===== config.mk =====
export PLATFORM = sky130hd
export DESIGN_NAME = juiz_mao
export DESIGN_NICKNAME = d
export VERILOG_FILES = /design/src/rtl/juiz_mao.sv
export SDC_FILE = /design/constraint.sdc
export NUM_CORES = 1
export LEC_CHECK = 0
export ABC_AREA = 1
export CAP_MARGIN = 20
export CORE_MARGIN = 2
export CORE_UTILIZATION = 40
export CTS_CLUSTER_DIAMETER = 150
export DETAILED_ROUTE_END_ITERATION = 6
export MAX_ROUTING_LAYER = met4
export PLACE_DENSITY = 0.65
export SETUP_SLACK_MARGIN = 0.5
export SYNTH_ARGS = -nofsm -noshare
export SYNTH_HDL_FRONTEND = slang
export SYNTH_SLANG_ARGS = --single-unit
export TNS_END_PERCENT = 10

===== constraint.sdc =====
create_clock -name Clk -period 6.45 [get_ports Clk]
set_input_delay 1.29 -clock Clk [delete_from_list [all_inputs] [get_ports Clk]]
set_output_delay 1.29 -clock Clk [all_outputs]
set_load 0.1 [all_outputs]

===== src/rtl/juiz_mao.sv =====
// Truco hand referee: records trick results, decides the hand winner and pulses
// IA/IB once per point at stake. Optional stake raise enabled by macro TRUCO_EN.
module juiz_mao (
    input  logic       Clk,
    input  logic       Clr_n,
    input  logic       trick_valid,
    input  logic [1:0] trick_res,
    input  logic       truco,
    output logic       IA,
    output logic       IB,
    output logic       hand_done,
    output logic       busy,
    output logic [1:0] stake,
    output logic [1:0] trick_cnt
);

    localparam logic [1:0] RES_NONE = 2'b00;
    localparam logic [1:0] RES_A    = 2'b01;
    localparam logic [1:0] RES_B    = 2'b10;
    localparam logic [1:0] RES_TIE  = 2'b11;
    localparam logic [1:0] STAKE_LO = 2'd1;
    localparam logic [1:0] STAKE_HI = 2'd3;

    typedef enum logic [1:0] {PLAY, AWARD, DONE} state_e;

    state_e     state_q, state_d;
    logic [1:0] t1_q, t1_d, t2_q, t2_d, t3_q, t3_d;
    logic [1:0] cnt_q, cnt_d;
    logic [1:0] stake_q, stake_d;
    logic [1:0] award_q, award_d;
    logic       win_b_q, win_b_d;
    logic       ia_q, ia_d, ib_q, ib_d, done_q, done_d, busy_q, busy_d;
    logic       truco_acc_c;
    logic [1:0] stake_eff_c;
    logic [2:0] verdict_c;

    // Returns {resolved, has_winner, winner_is_b}; unrecorded tricks read as RES_NONE.
    function automatic logic [2:0] decide(input logic [1:0] t1, input logic [1:0] t2,
                                          input logic [1:0] t3);
        logic [1:0] a_w;
        logic [1:0] b_w;
        logic [2:0] r;
        a_w = 2'(t1 == RES_A) + 2'(t2 == RES_A) + 2'(t3 == RES_A);
        b_w = 2'(t1 == RES_B) + 2'(t2 == RES_B) + 2'(t3 == RES_B);
        r   = 3'b000;
        if (a_w >= 2'd2)                                        r = 3'b110;
        else if (b_w >= 2'd2)                                   r = 3'b111;
        else if (t1 == RES_TIE && (t2 == RES_A || t2 == RES_B)) r = {2'b11, t2 == RES_B};
        else if ((t1 == RES_A || t1 == RES_B) && t2 == RES_TIE) r = {2'b11, t1 == RES_B};
        else if ((t1 == RES_A || t1 == RES_B) && (t2 == RES_A || t2 == RES_B) && t3 == RES_TIE)
                                                                r = {2'b11, t1 == RES_B};
        else if (t1 == RES_TIE && t2 == RES_TIE && (t3 == RES_A || t3 == RES_B))
                                                                r = {2'b11, t3 == RES_B};
        else if (t1 == RES_TIE && t2 == RES_TIE && t3 == RES_TIE) r = 3'b100;
        return r;
    endfunction

`ifdef TRUCO_EN
    assign truco_acc_c = truco && (state_q == PLAY) && (stake_q == STAKE_LO);
`else
    logic unused_truco;
    assign unused_truco = truco;
    assign truco_acc_c  = 1'b0;
`endif

    assign stake_eff_c = truco_acc_c ? STAKE_HI : stake_q;

    always_comb begin
        state_d   = state_q;
        t1_d      = t1_q;
        t2_d      = t2_q;
        t3_d      = t3_q;
        cnt_d     = cnt_q;
        stake_d   = stake_q;
        award_d   = award_q;
        win_b_d   = win_b_q;
        verdict_c = 3'b000;
        case (state_q)
            PLAY: begin
                stake_d = stake_eff_c;
                if (trick_valid && trick_res != RES_NONE) begin
                    cnt_d = cnt_q + 2'd1;
                    case (cnt_q)
                        2'd0:    t1_d = trick_res;
                        2'd1:    t2_d = trick_res;
                        default: t3_d = trick_res;
                    endcase
                    verdict_c = decide(t1_d, t2_d, t3_d);
                    if (verdict_c[2] && verdict_c[1]) begin
                        state_d = AWARD;
                        award_d = stake_eff_c;
                        win_b_d = verdict_c[0];
                    end else if (verdict_c[2]) begin
                        state_d = DONE;
                    end
                end
            end
            AWARD: begin
                // award_q counts the remaining pulse cycles including this one
                if (award_q <= 2'd1) state_d = DONE;
                else                 award_d = award_q - 2'd1;
            end
            DONE: begin
                state_d = PLAY;
                cnt_d   = 2'd0;
                t1_d    = RES_NONE;
                t2_d    = RES_NONE;
                t3_d    = RES_NONE;
                stake_d = STAKE_LO;
            end
            default: state_d = PLAY;
        endcase
        ia_d   = (state_d == AWARD) && !win_b_d;
        ib_d   = (state_d == AWARD) &&  win_b_d;
        done_d = (state_d == DONE);
        busy_d = (state_d != PLAY);
    end

    always_ff @(posedge Clk or negedge Clr_n) begin
        if (!Clr_n) begin
            state_q <= PLAY;
            t1_q    <= RES_NONE;
            t2_q    <= RES_NONE;
            t3_q    <= RES_NONE;
            cnt_q   <= 2'd0;
            stake_q <= STAKE_LO;
            award_q <= 2'd0;
            win_b_q <= 1'b0;
            ia_q    <= 1'b0;
            ib_q    <= 1'b0;
            done_q  <= 1'b0;
            busy_q  <= 1'b0;
        end else begin
            state_q <= state_d;
            t1_q    <= t1_d;
            t2_q    <= t2_d;
            t3_q    <= t3_d;
            cnt_q   <= cnt_d;
            stake_q <= stake_d;
            award_q <= award_d;
            win_b_q <= win_b_d;
            ia_q    <= ia_d;
            ib_q    <= ib_d;
            done_q  <= done_d;
            busy_q  <= busy_d;
        end
    end

    assign IA        = ia_q;
    assign IB        = ib_q;
    assign hand_done = done_q;
    assign busy      = busy_q;
    assign stake     = stake_q;
    assign trick_cnt = cnt_q;

endmodule


==> impl_metrics.tcl, run 1 <==
set metrics [dict create \
    die_w_um 56.5 \
    synth_commonest_cells "nand2_1, inv_1, dfrtp_1, o21ai_0, ha_1" \
    power_density_nw_per_um2 503 \
    rows 19 \
    yosys_warnings 0 \
    ys_seq_area_share_pct 38.6 \
    fin_tns_setup_ns 0 \
    syn_inst 142 \
    hold_start "award_q[0]" \
    grt.overflow.total 0 \
    ys.flop_type "dfrtp_1" \
    fmax_mhz 297 \
    antenna_cells 0 \
    cts_resized 0 \
    initial_utilization_pct 41.0 \
    synth_top_area_cell "dfrtp_1" \
    dpl.cell_count 181 \
    cts_sinks 17 \
    vdd_drop_max_v 0.000369 \
    cts_tree "done" \
    path_max_fanout 5 \
    slew_headroom_pct 35.1 \
    critical_path_class "primary input to flip-flop" \
    fin_crit_ns 3.37 \
    hold_class "flip-flop to flip-flop" \
    synth_cell_types 23 \
    gp_congestion 0.837 \
    dieArea_um2 3190 \
    first_global_vias 872 \
    crit_path_start "trick_res[0]" \
    wl_per_cell_um 10.3 \
    hpwl_um 1570 \
    critPathCaptureType "flip-flop" \
    clkLatencyLatePin_ns 0.29 \
    ys_ff_latch 17 \
    cts_root_buffer "clkbuf_4" \
    synth_fp_nets 159 \
    fin_util_pct 46.6 \
    nFillCells 282 \
    grt_pass1_wl_um 3590 \
    drive_gt1_share_pct 11.0 \
    ioPinCount 14 \
    io_buffers 10 \
    finalCritPeriodShare_pct 52.2 \
    ant_nets 0 \
    hold_viol 0 \
    startpoint_type "primary input" \
    grt_start_max_net_pins 18 \
    syn_to_final_growth_pct 13.7 \
    avgSynthCellArea_um2 7.75 \
    setup_violations 0 \
    worstMarginPinSlew_ns 0.970 \
    cts_inserted_buffers 3 \
    drt-total-wl_um 1910 \
    status "finished, final reports clean" \
    dr.pass1.iters 4 \
    die-height_um 56.5 \
    grt_usage_pct 14.6 \
    stdcell_count 185 \
    path_clk_slew_ns 0.10 \
    htree_levels 1 \
    cap_violations 0 \
    cts.path.max_buffers 2 \
    core_um2 2690 \
    worstPathArrival_ns 3.56 \
    yosys-top-cells-area "dfrtp_1, ha_1, nand2_1" \
    rr_startpoint "trick_cnt[0]" \
    crit_required_ns 6.64 \
    netlist_area_um2 1100 \
    p_leak_nw 0.693 \
    vias 873 \
    post_cts_buffers 0 \
    route.detailed.drc 0 \
    viasPerCell 4.72 \
    synth_most_common_cell "nand2_1" \
    antenna_found_initial 0 \
    synth_edf_count 0 \
    drtIter0Drc 11 \
    layout.nets 172 \
    rsz0062_at_grt "false" \
    async_flop_share_pct 100 \
    synth_top_area_share_pct 38.6 \
    slew_viol_final 0 \
    finalClockSkew_ns 0.00130 \
    ctsHoldBuffers 0 \
]
-- area by class of cell --
class,instances,area [µm²],area share (%)
clock buffer,3,22.5,1.80
clock inverter,1,5.00,0.400
inverter,27,101,8.09
multi-input combinational,96,559,44.7
sequential,17,425,34.0
tap,31,38.8,3.10
timing repair buffer,10,100,7.99
-- path summary, 6_finish.rpt --
path | end | cells after the start | slack (ns)
max | busy | 16 | 3.08
min | award_q[0] | 1 | 0.49
max reg2reg | busy | 16 | 3.62
min reg2reg | award_q[0] | 1 | 0.49
max in group asynchronous | IB | 1 | 4.57
min in group asynchronous | trick_cnt[0] | 1 | 1.42
-- sequential cells by signal, indices dropped and copies added (netlist names) --
name	count
state_q	2
IA	1
t2_q	2
busy	1
trick_cnt	2
t3_q	2
hand_done	1
award_q	2
IB	1
t1_q	2
win_b_q	1
-- cell families (layout without fill, tap and decap cells) --
logic type	count (synthesis)	count (layout)	synth area share [%]
simple gates	61	61	26.9
flops	17	17	38.6
other cells	2	2	0.682
compound gates	22	22	10.7
buf+inv	29	41	10.6
fa+ha+maj	11	11	12.5
-- worst max-delay path: stages --
cell and delay (ns):
clkdlybuf4s50_1 0.45, inv_1 0.12, nand2_1 0.06, o21ai_0 0.16, inv_1 0.12, ha_1 0.23, ha_1 0.29, nand2_1 0.06
nand2_1 0.07, nor2_1 0.11, nand2_1 0.06, inv_1 0.08, nand3_4 0.08, nand2_4 0.09, nand2_4 0.06, or2_1 0.22
-- power by group --
group / internal [mW] / leakage [nW] / switching (mW)
Sequential: 0.139 / 0.219 / 0.0135
Clock: 0.0231 / 0.0177 / 0.0338
Combinational: 0.125 / 0.457 / 0.296
Total: 0.287 / 0.693 / 0.343
-- layout by cell type (no fill, tap or decap), drive strengths merged --
cell type,synthesis,layout
a21o,1,1
a21oi,6,6
a31oi,1,1
clkbuf,0,3
clkdlybuf4s50,0,10
clkinv,0,1
conb,2,2
dfrtp,17,17
ha,11,11
inv,27,27
nand2,42,42
nand3,7,7
nand4,1,1
nor2,9,9
nor3,1,1
o21a,1,1
o21ai,12,12
o22ai,1,1
or2,1,1
-- metal layers --
layer  wire, µm  GRT usage [%]
met3         51           2.07
met4         42           6.12
met1        906           18.8
met2        905           22.9
met5          0              -
-- stage by stage --
| stage | hold slack (ns) | setup slack, ns | power [mW] | area (µm²) |
|---|---|---|---|---|
| 5_1_grt | 0.532 | 2.96 | 0.692 | 1250 |
| 2_1_floorplan | 0.446 | 3.26 | 0.494 | 1100 |
| 4_1_cts | 0.492 | 3.07 | 0.638 | 1250 |
| 3_3_place_gp | 0.461 | 2.80 | 0.569 | 1220 |
| 3_5_place_dp | 0.478 | 2.76 | 0.579 | 1220 |
| 6_report | 0.487 | 3.08 | 0.630 | 1250 |
(Power assumes the default switching activity.)
==> run 2, diff against run 1 <==
--- a/config.mk
+++ b/config.mk
@@ -12,7 +12,7 @@
 export CTS_CLUSTER_DIAMETER = 150
 export DETAILED_ROUTE_END_ITERATION = 6
 export MAX_ROUTING_LAYER = met4
-export PLACE_DENSITY = 0.65
+export PLACE_DENSITY = 0.67
 export SETUP_SLACK_MARGIN = 0.5
 export SYNTH_ARGS = -nofsm -noshare
 export SYNTH_HDL_FRONTEND = slang
==> constraint.sdc (replaced) <==
create_clock -name Clk -period 2.7 [get_ports Clk]
set_input_delay 0.54 -clock Clk [delete_from_list [all_inputs] [get_ports Clk]]
set_output_delay 0.54 -clock Clk [all_outputs]
set_load 0.1 [all_outputs]
==> run 2 against run 1 <==
Against the previous run:
- combinational power rose to 3.1 times the previous value
- highest routed layer unchanged
- total power rose to 2.9 times the previous value
- routed wire length up 14%
- via count up 6.4%
- first-iteration DRC count up 36%
- utilization up 5.4 points
- critical path type unchanged
==> impl_metrics.tcl, run 2 (same netlist as run 1, synthesis figures left out) <==
set metrics [dict create \
    status "finished, final reports clean" \
    drive_gt1_share_pct 29.9 \
    critical_path_class "primary input to flip-flop" \
    wl_per_cell_um 11.1 \
    worstReg2RegEnd "busy" \
    initial_utilization_pct 41.0 \
    min_path_cells 1 \
    crit_chain "clkdlybuf4s50_1 > nand2_1 > o21ai_2 > ha_2 > ha_4 > a21o_1 > nor2_1 > nand2_1 > inv_2 > nand3_4 > nand2_4 > nand2_4 > or2_1" \
    rsz0062_at_grt "true" \
    vdd_drop_max_v 0.000808 \
    p_leak_nw 0.746 \
    stdcell_count 195 \
    io_buffers 10 \
    dieArea_um2 3190 \
    cp_top_family "simple AND/OR/NAND/NOR gates" \
    finalClockSkew_ns 0.000859 \
    dpl.cell_count 183 \
    viasPerCell 4.76 \
    htree_levels 1 \
    syn_to_final_growth_pct 27.0 \
    nFillCells 253 \
    grt.overflow.total 0 \
    core_um2 2690 \
    cts.path.max_buffers 2 \
    final_common_cell "nand2_1" \
    r2r_cells 14 \
    cts_tree "done" \
    cp_num_buf_inv 2 \
    path_max_fanout 5 \
    crit_required_ns 2.89 \
    rows 19 \
    layout_common_cells "nand2_1, inv_1, buf_4" \
    layout_setup_ws_ns 0.320 \
    rr_startpoint "trick_cnt[1]" \
    gp_congestion 0.821 \
    holdPathEnd "award_q[0]" \
    die-height_um 56.5 \
    path_clk_slew_ns 0.09 \
    hold_viol 0 \
    critPathCaptureType "flip-flop" \
    grt_start_max_net_pins 18 \
    cap_violations 0 \
    setup_violations 0 \
    hpwl_um 1700 \
    worstMarginPinSlew_ns 0.785 \
    antenna_cells 0 \
    worstPathArrival_ns 2.57 \
    drt-total-wl_um 2170 \
    r2r_setup_slack_ns 0.32 \
    layout.nets 182 \
    ctsHoldBuffers 0 \
    holdWs_ns 0.484 \
    cts_root_buffer "clkbuf_4" \
    drtIter0Drc 15 \
    ioPinCount 14 \
    startpoint_type "primary input" \
    grt_pass1_wl_um 3740 \
    finalCritPeriodShare_pct 88.1 \
    antenna_found_initial 0 \
    route.detailed.drc 0 \
    die_w_um 56.5 \
    hold_class "flip-flop to flip-flop" \
    slowest_delay_ns 0.57 \
    clkLatencyLatePin_ns 0.29 \
    fmax_mhz 420 \
    fin_crit_ns 2.38 \
    slew_headroom_pct 47.5 \
    slew_viol_final 0 \
    critPathSlowestCell "clkdlybuf4s50_1" \
    hold_start "award_q[0]" \
    ant_nets 0 \
    dr.pass1.iters 5 \
    first_global_vias 894 \
    dp_slack_ns -0.0170 \
    vias 929 \
    cts_sinks 17 \
    cts_inserted_buffers 3 \
    grt_usage_pct 15.4 \
    power_density_nw_per_um2 1310 \
]
## run 2: cell types whose count changed in the layout (fill, tap and decap cells not counted), sizes merged
cell	delta
buf	+16
clkbuf	+1
clkdlybuf4s50	-6
clkinv	-1
## run 2: repair_timing
action | CTS | global route
setup endpoints to repair | 8 | 9
pin swaps | 8 | 1
setup buffers | 8 | 0
gates resized for setup | 2 | 3
## run 2: layout make-up
type	instances	area, µm²	area share (%)
Timing Repair Buffer	20	160	11.4
Clock buffer	4	26.3	1.88
Inverter	27	106	7.60
Multi-Input combinational cell	96	634	45.3
Tap cell	31	38.8	2.77
Sequential cell	17	433	30.9
## run 2: how the worst max path moves through the flow
stage                 startpoint  slack, ns   end  cells past startpoint
floorplan           trick_cnt[1]       0.22  busy                     15
global placement    trick_res[1]       0.01  busy                     13
detailed placement  trick_res[1]      -0.02  busy                     15
CTS                 trick_cnt[0]       0.31  busy                     16
global route        trick_cnt[0]       0.17  busy                     15
finish              trick_res[1]       0.32  busy                     13
## run 2: metrics by stage
step	utilization (%)	cell area (µm²)	total power, mW	setup TNS (ns)
after CTS	52.1	1400	1.84	0
after global routing	52.1	1400	2.00	0
after detailed placement	48.7	1310	1.56	-0.0170
after global placement	48.7	1310	1.53	0
final	52.1	1400	1.83	0
after floorplan	-	1180	1.32	0
## run 2: per-layer routing
| metal | vias up | GRT usage (%) | routed length [µm] | share of wire (%) |
|---|---|---|---|---|
| met5 | - | - | 0 | 0 |
| met1 | 431 | 20.8 | 999 | 46 |
| li1 | 486 | - | - | - |
| met4 | 0 | 6.46 | 26 | 1.2 |
| met2 | 8 | 23.3 | 1100 | 51 |
| met3 | 4 | 2.30 | 47 | 2.2 |
## run 2: worst register-to-register path, stage by stage (launching register included)
cell	delay, ns
dfrtp_4	0.50
inv_4	0.09
ha_4	0.18
nor2_4	0.06
o21ai_2	0.20
ha_2	0.26
ha_4	0.20
a21o_1	0.16
nor2_1	0.08
nand2_1	0.06
inv_2	0.06
nand3_4	0.07
nand2_4	0.10
nand2_4	0.06
or2_1	0.20
## run 2: where the power goes
group	internal, mW	switching, mW	total (mW)
combinational	0.502	0.808	1.31
clock	0.0575	0.0783	0.136
sequential	0.341	0.0471	0.388
total	0.901	0.934	1.83
==> run 3, diff against run 2 <==
--- a/config.mk
+++ b/config.mk
@@ -11,6 +11,8 @@
 export CORE_UTILIZATION = 40
 export CTS_CLUSTER_DIAMETER = 150
 export DETAILED_ROUTE_END_ITERATION = 6
+export GPL_ROUTABILITY_DRIVEN = 1
+export GPL_TIMING_DRIVEN = 0
 export MAX_ROUTING_LAYER = met4
 export PLACE_DENSITY = 0.67
 export SETUP_SLACK_MARGIN = 0.5
==> run 3 against run 2 <==
Against the previous run:
- clock skew increased by 0.0051 ns
- first-iteration DRC count increased by 6.7%
- via count increased by 0.75%
- fmax decreased by 3.3%
- final cell count decreased by 2.1%
- critical endpoint unchanged
==> impl_metrics.tcl, run 3 (same netlist as run 1, synthesis figures left out) <==
set metrics [dict create \
    status "finished, final reports clean" \
    worstPathArrival_ns 2.63 \
    layout.nets 178 \
    path_max_fanout 5 \
    io_buffers 10 \
    vias 936 \
    viasPerCell 4.90 \
    cts_tree "done" \
    setup_violations 0 \
    slew_headroom_pct 35.4 \
    grt_start_max_net_pins 18 \
    dpl.cell_count 183 \
    fmax_mhz 406 \
    finalCritPeriodShare_pct 91.2 \
    final_common_cell "nand2_1" \
    grt_pass1_wl_um 3690 \
    cts_inserted_buffers 3 \
    rsz0062_at_grt "true" \
    critPathCaptureType "flip-flop" \
    drtIter0Drc 16 \
    path_clk_slew_ns 0.10 \
    worstMarginPinSlew_ns 0.966 \
    dpl-instance-area_um2 1320 \
    gp_congestion 0.786 \
    r2r_cells 16 \
    dr.pass1.iters 4 \
    hold_start "award_q[0]" \
    wl_per_cell_um 11.9 \
    fin_crit_ns 2.46 \
    finalClockSkew_ns 0.00598 \
    worstReg2RegEnd "busy" \
    ctsHoldBuffers 0 \
    syn_to_final_growth_pct 29.3 \
    antenna_cells 0 \
    grt_usage_pct 14.9 \
    critical_path_class "flip-flop to flip-flop" \
    die-height_um 56.5 \
    cap_violations 0 \
    fin_tns_setup_ns 0 \
    startpoint_type "flip-flop" \
    core_um2 2690 \
    design_area_um2 1420 \
    first_global_vias 849 \
    rows 19 \
    initial_utilization_pct 41.0 \
    die_w_um 56.5 \
    dieArea_um2 3190 \
    grt.overflow.total 0 \
    drive_gt1_share_pct 26.3 \
    cts.path.max_buffers 2 \
    dp_slack_ns -0.0412 \
    layout_setup_ws_ns 0.238 \
    clkLatencyLatePin_ns 0.28 \
    rr_startpoint "trick_cnt[0]" \
    hpwl_um 1730 \
    ant_nets 0 \
    drt-total-wl_um 2270 \
    ioPinCount 14 \
    cts_root_buffer "clkbuf_4" \
    holdPathEnd "award_q[0]" \
    antenna_found_initial 0 \
    route.detailed.drc 0 \
    crit_required_ns 2.87 \
    nFillCells 256 \
    r2r_setup_slack_ns 0.24 \
    slew_viol_final 0 \
    hold_class "flip-flop to flip-flop" \
    htree_levels 1 \
    hold_viol 0 \
    layout_common_cells "nand2_1, inv_1, dfrtp_1" \
    cts_sinks 17 \
    stdcell_count 191 \
    min_path_cells 1 \
]
-- run 3: cell count changes in the layout (fill, tap and decap cells not counted) --
cell	delta
o21ai_0	+1
o21ai_4	+2
inv_1	-1
nand2_1	-2
nand2_2	+2
inv_2	+1
ha_4	+2
buf_4	-10
o21ai_1	-1
ha_2	-2
clkdlybuf4s50_1	+6
o21ai_2	-2
-- run 3: stage by stage --
stage	hold slack [ns]	util [%]
after global routing	0.532	53.0
after floorplan	0.244	-
after global placement	0.458	49.2
after detailed placement	0.477	49.2
after CTS	0.491	50.2
final	0.487	53.0
-- run 3: how the worst max path moves through the flow --
stage / startpoint / endpoint / cells after the start / slack [ns]
2_1_floorplan: trick_cnt[1] / busy / 15 / 0.22
3_3_place_gp: trick_res[1] / busy / 15 / -0.004
3_5_place_dp: trick_res[1] / busy / 15 / -0.04
4_1_cts: trick_cnt[0] / busy / 16 / 0.24
5_1_grt: trick_cnt[0] / busy / 16 / 0.10
6_report: trick_cnt[0] / busy / 16 / 0.24
-- run 3: timing repair --
action | CTS | global route
pin swaps | 0 | 9
setup buffers | 0 | 4
endpoints found under the setup margin | 14 | 15
gates resized for setup | 0 | 11
-- run 3: worst max-delay path, stage by stage (launching register included) --
cell and delay [ns]:
dfrtp_4 0.52, ha_4 0.19, nor2_4 0.20, nand2_2 0.10, o21ai_4 0.11, inv_2 0.07, ha_4 0.17, ha_4 0.20
nand2_2 0.05, nand2_2 0.05, nor2_1 0.09, nand2_1 0.06, inv_2 0.06, nand3_4 0.08, nand2_4 0.10, nand2_4 0.06
or2_1 0.23
-- run 3: final cells by class --
type                    instances  area, µm²  share of cell area, %
plain buffers                   2       15.0                   1.05
clock buffers                   4       26.3                   1.85
inverters                      27        106                   7.47
multi-input cells              96        674                   47.4
flip-flops and latches         17        433                   30.4
well taps                      31       38.8                   2.72
repair buffers                 14        130                   9.14
-- run 3: per-layer routing --
layer	vias to the layer above	track usage, %	share of wire (%)
li1	476	-	-
met1	448	20.1	46
met2	10	24.1	51
met3	2	1.38	2.2
met4	0	4.08	0.70
met5	-	-	0
Power of run 3 is left out: the tool's default activity adds up to more than one toggle a clock period on the data nets, which glitch-free logic cannot reach.
